--- src/rtl/fifo_stream_reader_pkg.sv ---
// Constants shared with the synchronous FIFO owner, plus small sizing and pointer helpers.
package fifo_stream_reader_pkg;

    localparam int OBUF_DEPTH = 3;
    localparam int RD_LATENCY = 1;

    localparam int OBUF_CNT_W = $clog2(OBUF_DEPTH + 1);
    localparam int OBUF_PTR_W = $clog2(OBUF_DEPTH);

    typedef logic [OBUF_CNT_W-1:0] obuf_cnt_t;
    typedef logic [OBUF_PTR_W-1:0] obuf_ptr_t;

    function automatic int idx_width(input int pkt_len);
        return (pkt_len > 1) ? $clog2(pkt_len) : 1;
    endfunction

    // The buffer depth is not a power of two, so pointers wrap explicitly.
    function automatic obuf_ptr_t ptr_inc(input obuf_ptr_t p);
        return (p == obuf_ptr_t'(OBUF_DEPTH - 1)) ? '0 : p + obuf_ptr_t'(1);
    endfunction

endpackage

--- src/rtl/fifo_stream_reader_if.sv ---
// FIFO read port plus the framed output stream; master is the reader, slave is the FIFO/consumer side.
interface fifo_stream_reader_if
    import fifo_stream_reader_pkg::*;
#(
    parameter int WIDTH   = 8,
    parameter int PKT_LEN = 16,
    parameter int IDX_W   = idx_width(PKT_LEN)
);
    logic             fifo_empty;
    logic             fifo_rd_en;
    logic [WIDTH-1:0] fifo_dout;

    logic             m_valid;
    logic             m_ready;
    logic [WIDTH-1:0] m_data;
    logic             m_last;
    logic [IDX_W-1:0] m_beat_idx;

    modport master (
        input  fifo_empty, fifo_dout, m_ready,
        output fifo_rd_en, m_valid, m_data, m_last, m_beat_idx
    );

    modport slave (
        output fifo_empty, fifo_dout, m_ready,
        input  fifo_rd_en, m_valid, m_data, m_last, m_beat_idx
    );

endinterface

--- src/rtl/fifo_stream_reader_stream_obuf.sv ---
// Three-entry in-order buffer absorbing the FIFO read latency; a push is visible at head next cycle.
// Full without a same-cycle pop refuses the push; the caller's issue limit keeps that from happening.
module fifo_stream_reader_stream_obuf
    import fifo_stream_reader_pkg::*;
#(
    parameter int WIDTH = 8
) (
    input  logic             clk,
    input  logic             rst,
    input  logic             push,
    input  logic [WIDTH-1:0] push_dat,
    input  logic             pop,
    output logic [WIDTH-1:0] head,
    output obuf_cnt_t        cnt
);

    logic [WIDTH-1:0] mem [OBUF_DEPTH];
    obuf_ptr_t        wr_ptr;
    obuf_ptr_t        rd_ptr;
    logic             push_ok;
    logic             pop_ok;

    assign pop_ok  = pop && (cnt != '0);
    assign push_ok = push && ((cnt != obuf_cnt_t'(OBUF_DEPTH)) || pop_ok);

    always_ff @(posedge clk) begin
        if (rst) begin
            wr_ptr <= '0;
            rd_ptr <= '0;
            cnt    <= '0;
            for (int i = 0; i < OBUF_DEPTH; i++) begin
                mem[i] <= '0;
            end
        end else begin
            if (push_ok) begin
                mem[wr_ptr] <= push_dat;
                wr_ptr      <= ptr_inc(wr_ptr);
            end
            if (pop_ok) begin
                rd_ptr <= ptr_inc(rd_ptr);
            end
            case ({push_ok, pop_ok})
                2'b10:   cnt <= cnt + obuf_cnt_t'(1);
                2'b01:   cnt <= cnt - obuf_cnt_t'(1);
                default: cnt <= cnt;
            endcase
        end
    end

    assign head = mem[rd_ptr];

endmodule

--- src/rtl/fifo_stream_reader.sv ---
// Drains a registered-output FIFO into a valid/ready stream framed into PKT_LEN-beat packets; 3 cycles write to m_valid.
// While m_ready is low the head beat holds and reads stop once buffered plus in-flight words fill the buffer.
module fifo_stream_reader
    import fifo_stream_reader_pkg::*;
#(
    parameter int WIDTH   = 8,
    parameter int PKT_LEN = 16,
    parameter int IDX_W   = idx_width(PKT_LEN)
) (
    input  logic                 clk,
    input  logic                 rst,
    fifo_stream_reader_if.master bus
);

    obuf_cnt_t             buf_cnt;
    logic [WIDTH-1:0]      buf_head;
    logic [RD_LATENCY-1:0] rd_pipe;
    logic                  inflight;
    logic                  rd_en;
    logic                  valid;
    logic                  hs;
    logic                  last_beat;
    logic [IDX_W-1:0]      beat_cnt;

    // Issue only against space already committed, so m_ready never reaches fifo_rd_en.
    always_comb begin
        rd_en = 1'b0;
        if (!bus.fifo_empty && ((int'(buf_cnt) + $countones(rd_pipe)) < OBUF_DEPTH)) begin
            rd_en = 1'b1;
        end
    end

    always_ff @(posedge clk) begin
        if (rst) begin
            rd_pipe <= '0;
        end else begin
            rd_pipe <= RD_LATENCY'({rd_pipe, rd_en});
        end
    end

    assign inflight = rd_pipe[RD_LATENCY-1];

    fifo_stream_reader_stream_obuf #(
        .WIDTH (WIDTH)
    ) u_obuf (
        .clk      (clk),
        .rst      (rst),
        .push     (inflight),
        .push_dat (bus.fifo_dout),
        .pop      (hs),
        .head     (buf_head),
        .cnt      (buf_cnt)
    );

    assign valid     = (buf_cnt != '0);
    assign hs        = valid && bus.m_ready;
    assign last_beat = (beat_cnt == IDX_W'(PKT_LEN - 1));

    always_ff @(posedge clk) begin
        if (rst) begin
            beat_cnt <= '0;
        end else if (hs) begin
            beat_cnt <= last_beat ? '0 : beat_cnt + IDX_W'(1);
        end
    end

    assign bus.fifo_rd_en = rd_en;
    assign bus.m_valid    = valid;
    assign bus.m_data     = buf_head;
    assign bus.m_last     = last_beat;
    assign bus.m_beat_idx = beat_cnt;

endmodule

--- src/flat_wrapper.sv ---
// flat-port wrapper written by rule: the top's interface ports become plain ports
module fifo_stream_reader_flat import fifo_stream_reader_pkg::*;
#(
    parameter int WIDTH   = 8,
    parameter int PKT_LEN = 16,
    parameter int IDX_W   = idx_width(PKT_LEN)
)
  (clk, rst, bus_fifo_empty, bus_fifo_dout, bus_m_ready, bus_fifo_rd_en, bus_m_valid, bus_m_data, bus_m_last, bus_m_beat_idx);
  fifo_stream_reader_if #(.WIDTH(WIDTH), .PKT_LEN(PKT_LEN), .IDX_W(IDX_W)) bus_i ();
  input  logic clk;
  input  logic rst;
  input wire logic [$bits(bus_i.fifo_empty)-1:0] bus_fifo_empty;
  input wire logic [$bits(bus_i.fifo_dout)-1:0] bus_fifo_dout;
  input wire logic [$bits(bus_i.m_ready)-1:0] bus_m_ready;
  output wire logic [$bits(bus_i.fifo_rd_en)-1:0] bus_fifo_rd_en;
  output wire logic [$bits(bus_i.m_valid)-1:0] bus_m_valid;
  output wire logic [$bits(bus_i.m_data)-1:0] bus_m_data;
  output wire logic [$bits(bus_i.m_last)-1:0] bus_m_last;
  output wire logic [$bits(bus_i.m_beat_idx)-1:0] bus_m_beat_idx;
  assign bus_i.fifo_empty = bus_fifo_empty;
  assign bus_i.fifo_dout = bus_fifo_dout;
  assign bus_i.m_ready = bus_m_ready;
  assign bus_fifo_rd_en = bus_i.fifo_rd_en;
  assign bus_m_valid = bus_i.m_valid;
  assign bus_m_data = bus_i.m_data;
  assign bus_m_last = bus_i.m_last;
  assign bus_m_beat_idx = bus_i.m_beat_idx;
  fifo_stream_reader #(.WIDTH(WIDTH), .PKT_LEN(PKT_LEN), .IDX_W(IDX_W)) u_core (.clk(clk), .rst(rst), .bus(bus_i));
endmodule
--- config.mk ---
export PLATFORM = sky130hd
export DESIGN_NAME = fifo_stream_reader_flat
export DESIGN_NICKNAME = d
export VERILOG_FILES = /design/src/rtl/fifo_stream_reader_pkg.sv /design/src/rtl/fifo_stream_reader_if.sv /design/src/rtl/fifo_stream_reader_stream_obuf.sv /design/src/rtl/fifo_stream_reader.sv /design/src/flat_wrapper.sv
export SDC_FILE = /design/constraint.sdc
export NUM_CORES = 1
export LEC_CHECK = 0
export ABC_AREA = 1
export CORE_AREA = 5 5 67 69
export DETAILED_ROUTE_END_ITERATION = 8
export DIE_AREA = 0 0 72 74
export PLACE_DENSITY = 0.77
export REMOVE_ABC_BUFFERS = 1
export SLEW_MARGIN = 20
export SYNTH_ARGS = -nofsm -noshare
export SYNTH_HDL_FRONTEND = slang
export SYNTH_SLANG_ARGS = --single-unit
--- constraint.sdc ---
create_clock -name clk -period 1.8 [get_ports clk]
set_clock_uncertainty 0.2 [all_clocks]
set_input_delay 0.18 -clock clk [delete_from_list [all_inputs] [get_ports clk]]
set_output_delay 0.18 -clock clk [all_outputs]
set_load 0.03 [all_outputs]
## Word-level counts from Yosys, hierarchy flattened

Memories as Yosys holds them, arrays and structs flattened. A register that Yosys moved wholly into a read port is not among the register bits.
Cells that the tools add are included.
Widths: inputs -> output; s select.

- Reductions and logical operators: 9
- Multiplexer cells: 15
- Equality and inequality tests: 6
- $lt $le $gt $ge: 1
- Add/sub/neg operators: 6

Operator list:

| kind | number |
|---|---|
| $lt 32x3->1 const B | 1 |
| $mux 2 | 5 |
| $mux 8 | 1 |
| $reduce_or 8->1 | 1 |
| $mux 1 | 7 |
| $add 2x1->2 const B | 3 |
| $eq 2x2->1 const B | 3 |
| $add 4x1->4 const B | 1 |
| $eq 4x4->1 const B | 1 |
| $logic_and 1x1->1 | 4 |
| $mux 4 | 1 |
| $pmux 2 s2 | 1 |
| $reduce_bool 2->1 | 2 |
| $add 2x1->3 | 1 |
| $eq 2x1->1 const B | 1 |
| $ne 2x2->1 const B | 1 |
| $sub 2x1->2 const B | 1 |
| $logic_not 1->1 | 1 |
| $logic_or 1x1->1 | 1 |

- Register bits: 11
- Output and inout port bits: 15
- Memories: 1
- Bits of input ports: 12
- Word-level logic and storage cells: 43
- Memory bits (writable): 24

Memory list:

| name | depth | bits a word | rd ports | clocked after memory_dff | wr ports | line | source |
|---|---|---|---|---|---|---|---|
| u_core.u_obuf.mem | 3 | 8 | 1 | 1 | 3 | fifo_stream_reader_stream_obuf.sv:17 | `logic [WIDTH-1:0] mem [OBUF_DEPTH];` |

## Depth between registers and ports, before layout

- Depth in word-level cells: 10
- Depth in mapped cells: 9
- Depth with buffers taken out: 9

## Hierarchy

Synthesis repeated with hierarchy kept, for this count alone.

- Cell total of the unflattened synthesis: 200
- Area, all modules: 1971.9 um2

By module, submodules not included:

| module | area an instance (um2) | instances | cells an instance |
|---|---|---|---|
| fifo_stream_reader_stream_obuf | 1670.4 | 1 | 159 |
| fifo_stream_reader | 301.5 | 1 | 41 |

## Least setup slack after synthesis

OpenSTA, ideal clock, no wires.

- Kind: reg2reg
- From: reg u_core.beat_cnt[1] (netlist: u_core.bus.m_beat_idx[1])
- To: reg u_core.beat_cnt[3] (netlist: u_core.bus.m_beat_idx[3])
- Library setup time: 0.110 ns
- Clock period less this slack: 1.824 ns
- Stages on the path, launching flop included: 7
- Path slack: -0.024 ns
- Buffers on the path: 0
- Required time: 1.490 ns
- Data arrival time: 1.513 ns
- Cells stage by stage: dfxtp_1 > ha_1 > nand2_1 > nor2_1 > nand2_1 > nand2_1 > nor2_1

- Cells in the longest elaborated chain, start to end: 2

Ends and longest elaborated chain:

| item | line | source |
|---|---|---|
| from (decl) | fifo_stream_reader.sv:23 | `logic [IDX_W-1:0] beat_cnt;` |
| from (signal assigned) | fifo_stream_reader.sv:63 | `beat_cnt <= last_beat ? '0 : beat_cnt + IDX_W'(1);` |
| $eq 4x4->1 | fifo_stream_reader.sv:57 | `assign last_beat = (beat_cnt == IDX_W'(PKT_LEN - 1));` |
| named net bus_m_last | flat_wrapper.sv:18 | `output wire logic [$bits(bus_i.m_last)-1:0] bus_m_last;` |
| $mux 4 | fifo_stream_reader.sv:63 |  |

The timed path passes the listed nets, and every way through them passes these cells.
A chain may end at the register's enable or synchronous reset.

## Worst setup path after layout

- From: reg u_core.u_obuf.cnt[0]
- To: out bus_m_valid

- Cells in the longest elaborated chain, start to end: 1

Ends and longest elaborated chain:

| item | line | source |
|---|---|---|
| from (decl) | fifo_stream_reader_stream_obuf.sv:14 | `output obuf_cnt_t cnt` |
| from (signal assigned) | fifo_stream_reader_stream_obuf.sv:43 | `2'b10: cnt <= cnt + obuf_cnt_t'(1);` |
| from (signal assigned) | fifo_stream_reader_stream_obuf.sv:44 | `2'b01: cnt <= cnt - obuf_cnt_t'(1);` |
| from (signal assigned) | fifo_stream_reader_stream_obuf.sv:45 | `default: cnt <= cnt;` |
| $reduce_bool 2->1 | fifo_stream_reader.sv:55 | `assign valid = (buf_cnt != '0);` |
| to (decl) | flat_wrapper.sv:16 | `output wire logic [$bits(bus_i.m_valid)-1:0] bus_m_valid;` |

No other way between the ends.

==> summary.md <==
| Metric | Value |
|---|---|
| Outcome | `completed` |
| WL per Instance | `13.13 um` |
| Tcrit/Tclk final | `0.9684` |
| Final Core Density | `0.6639` |
| Post-synthesis xor/xnor area fraction | `0.004419` |
| Hold path endpoint | `u_core.u_obuf.mem[3][6]` |
| Yosys top cell by area | `edfxtp_1` |
| Synth Register Bits | `45` |
| Reg-to-reg endpoint | `u_core.u_obuf.mem[3][4]` |
| Worst slew pin tran | `between 0.3 and 0.4 ns` |
| Synth cell types | `23` |
| First-pass GRT wire length | `6.817 mm` |
| Cell count after placement | `291` |
| Switching share of power | `0.2900` |
| WP buf/inv | `3` |
| PwrDens | `1001 mW/mm^2` |
| Number of global-route vias before repair | `1556` |
| Post-Synthesis Cell Area | `0.001982 mm^2` |
| Drt first pass iters | `4` |
| Pre-CTS setup slack | `-0.06828 ns` |
| TritonCTS clock tree | `done` |
| Post-synthesis compound-gate area fraction | `0.08649` |
| Die W | `72 um` |
| FF-to-FF path depth | `7` |
| Post-DRT Antenna Nets | `0` |
| N_diodes | `0` |
| Critical path arrival | `1.36 ns` |
| Cell with the largest stage delay on the worst path | `dfxtp_4` |
| Final Hold Vio Count | `0` |
| Slew HR | `0.7891` |
| GP Congestion | `0.8233` |
| Register share of total power | `0.480` |
| Leak | `0.001130 uW` |
| Async S/R FF share, synth | `0` |
| Top-count cell post-synth | `nor2_1` |
| Avg Cell Area, Syn | `9.860 um^2` |
| Remaining DRCs | `0` |
| Top Ports | `27` |
| Via-to-Cell Ratio | `4.933` |
| R2R Path Start | `u_core.u_obuf.cnt[0]` |
| Setup TNS | `0 ns` |
| Top delay family on crit path | `buffers and inverters` |
| Post-Layout Cell Count | `300` |
| I/O Buffers | `26` |
| Total congestion overflow | `0` |
| P_int | `1820 uW` |
| Max stage delay on crit path | `around 0.36 ns` |
| EDFF count, synth | `32` |
| Top cell type's share of synthesized area | `0.4848` |
| Clock Power Share | `0.280` |
| Worst-Skew Late Latency | `approximately 0.29 ns` |
| Hold Path Class | `input pin to flop` |
| Post-synthesis simple-gate area fraction | `0.2140` |
| Core area | `0.003856 mm^2` |
| Crit end category | `primary output` |
| Total GRT Usage | `0.1713` |
| Post-synthesis mux area share | `0` |
| Detailed-route wire length | `3.939 mm` |
| Unrepaired setup endpoints after global routing | `no` |
| Die ar. | `0.005328 mm^2` |
| Flop2flop setup slack | `0.14 ns` |
| Data required, critical path | `1.42 ns` |
| Hold Startpoint | `bus_fifo_dout[6]` |
| Initial core utilization | `0.5140` |
| Psw | `743.2 uW` |
| Endpoints failing setup | `0` |
| Peak Freq | `0.5737 GHz` |
| Largest net degree at the start of global routing | `17` |
| Synth-to-Final Area Change | `29.17%` |
| Fin crit period | `~1.7 ns` |
| Clk buf depth | `2` |
| Worst-path fanout max | `4` |
| Clk sinks | `45` |
| Initial antenna violation count | `0` |
| Hold path cells | `1` |
| Cell Area, Placed | `0.002396 mm^2` |
| Gate power share | `0.241` |
| Setup ws final | `0.05687 ns` |
| Predominant post-synthesis flop cell | `edfxtp_1` |
| Top cell types by occurrence after synthesis | `nor2_1 (58), edfxtp_1 (32), nand2_1 (23), o21ai_0 (20), inv_1 (19)` |
| Yosys warning count | `0` |
| Cell area after layout | `0.002560 mm^2` |
| Cells after synthesis | `201` |
| Maxcap violations | `0` |
| CP Cell Sequence | `buf_4 > nor2_2 > inv_2 > dlygate4sd2_1` |
| Worst-path clk slew | `0.08 ns` |
| Die H | `74 um` |
| 1st-iter DRT viols | `133` |
| Synth top area cells | `edfxtp_1 (48%), dfxtp_1 (13%), nor2_1 (11%)` |
| Via count | `1480` |
| CTS Buf Count | `5` |
| CP Launch Type | `flop` |
| Maximum VDD drop | `between 500 and 600 uV` |
| Fin. max-slew vios | `0` |
| DP HPWL | `2.799 mm` |
| Num rows | `23` |
| Main combinational cell family by area after synthesis | `simple AND/OR/NAND/NOR gates` |
| Fraction of layout cells with a size suffix above 1 | `0.2200` |
| Final nets | `266` |
| H-tree levels | `2` |
| CTS root buf | `clkbuf_8` |
| Seq/Total Area, Yosys | `0.6162` |
| Adder-cell area share of the yosys netlist | `0.02525` |
| CP Class | `flop to primary output` |
## metal layers
metal / up-vias / track usage / routed length, um
met5: - / 0 / 0
met4: 0 / 0.06263 / 55
met2: 26 / 0.3143 / 2090
met3: 4 / 0.04054 / 127
li1: 768 / - / -
met1: 682 / 0.1951 / 1665
## final cells by class
cell class / count / area [um^2]
Sequential cell: 45 / 1231
Clock buffer: 5 / 68.82
Clock inverter: 2 / 35.03
Inverter: 22 / 85.08
Timing Repair Buffer: 45 / 397.9
Fill cell: 315 / 1296
Tap cell: 50 / 62.56
Multi-Input combinational cell: 131 / 679.4
## kinds of logic after synthesis
family,count (synthesis)
AND/OR/NAND/NOR,94
adder cells (fa/ha/maj),4
buffers and inverters,25
XOR/XNOR,1
AO/OA/AOI/OAI,32
flip-flops,45
## placed cells by master (no fill, tap or decap), types with 2 or more instances in the layout
master and count:
clkbuf_8 5, dfxtp_1 9, buf_4 26, dfxtp_2 2
nand2_1 23, inv_2 3, dfxtp_4 2, edfxtp_1 32
o22ai_1 8, a21oi_1 3, inv_1 18, buf_6 2
o21ai_0 20, nor2_1 58, nand3_1 3, ha_4 2
dlygate4sd2_1 2, nand2_4 4, clkdlybuf4s50_1 13, ha_1 2
## metrics by stage
| stage | hold WS [ns] | power (uW) |
|---|---|---|
| after floorplan | 0.04907 | 1601 |
| after global placement | 0.2916 | 1831 |
| after detailed placement | 0.2975 | 1844 |
| after CTS | 0.2626 | 2569 |
| after global routing | 0.2670 | 2711 |
| final | 0.2742 | 2563 |
## registers in the layout (all words and copies together), names as in the netlist, named ones only
name	flops
u_core.u_obuf.mem	32
u_core.bus.m_beat_idx	4
u_core.u_obuf.cnt	2
u_core.u_obuf.rd_ptr	2
u_core.u_obuf.wr_ptr	2
u_core.inflight	1
## worst max path at each step
stage          slack, ns                       end                     start  cells past startpoint
2_1_floorplan      -0.02  u_core.bus.m_beat_idx[3]  u_core.bus.m_beat_idx[1]                      6
3_3_place_gp       -0.06   u_core.u_obuf.mem[3][6]               bus_m_ready                      8
3_5_place_dp       -0.07   u_core.u_obuf.mem[3][6]               bus_m_ready                      8
4_1_cts             0.01            bus_fifo_rd_en           u_core.inflight                      6
5_1_grt            0.002             bus_m_data[1]                      flop                      4
6_report            0.06               bus_m_valid      u_core.u_obuf.cnt[0]                      4
## power by group through the flow
stage | Sequential, uW | Clock, uW | Combinational (uW)
floorplan | 1250 | 0 | 348
global placement | 1240 | 0 | 587
detailed placement | 1250 | 0 | 597
CTS | 1220 | 739 | 608
global route | 1240 | 789 | 682
finish | 1230 | 717 | 617
## worst register-to-register path, cell delays in order, from the launching register on
cell	delay, ns
dfxtp_4	0.36
buf_4	0.15
nand3_2	0.09
nand2_4	0.08
nor2_8	0.15
nand2_1	0.07
nor2_1	0.13
buf_4	0.16
## what timing repair did
item                       4_1_cts  5_1_grt
gates cloned                     0        0
pin swaps                        0        2
hold endpoints to repair         0        0
setup buffers                    1        1
hold buffers                     0        0
gates resized for setup          8        9
setup endpoints to repair        9       10
Power figures use the tool's default switching activity.
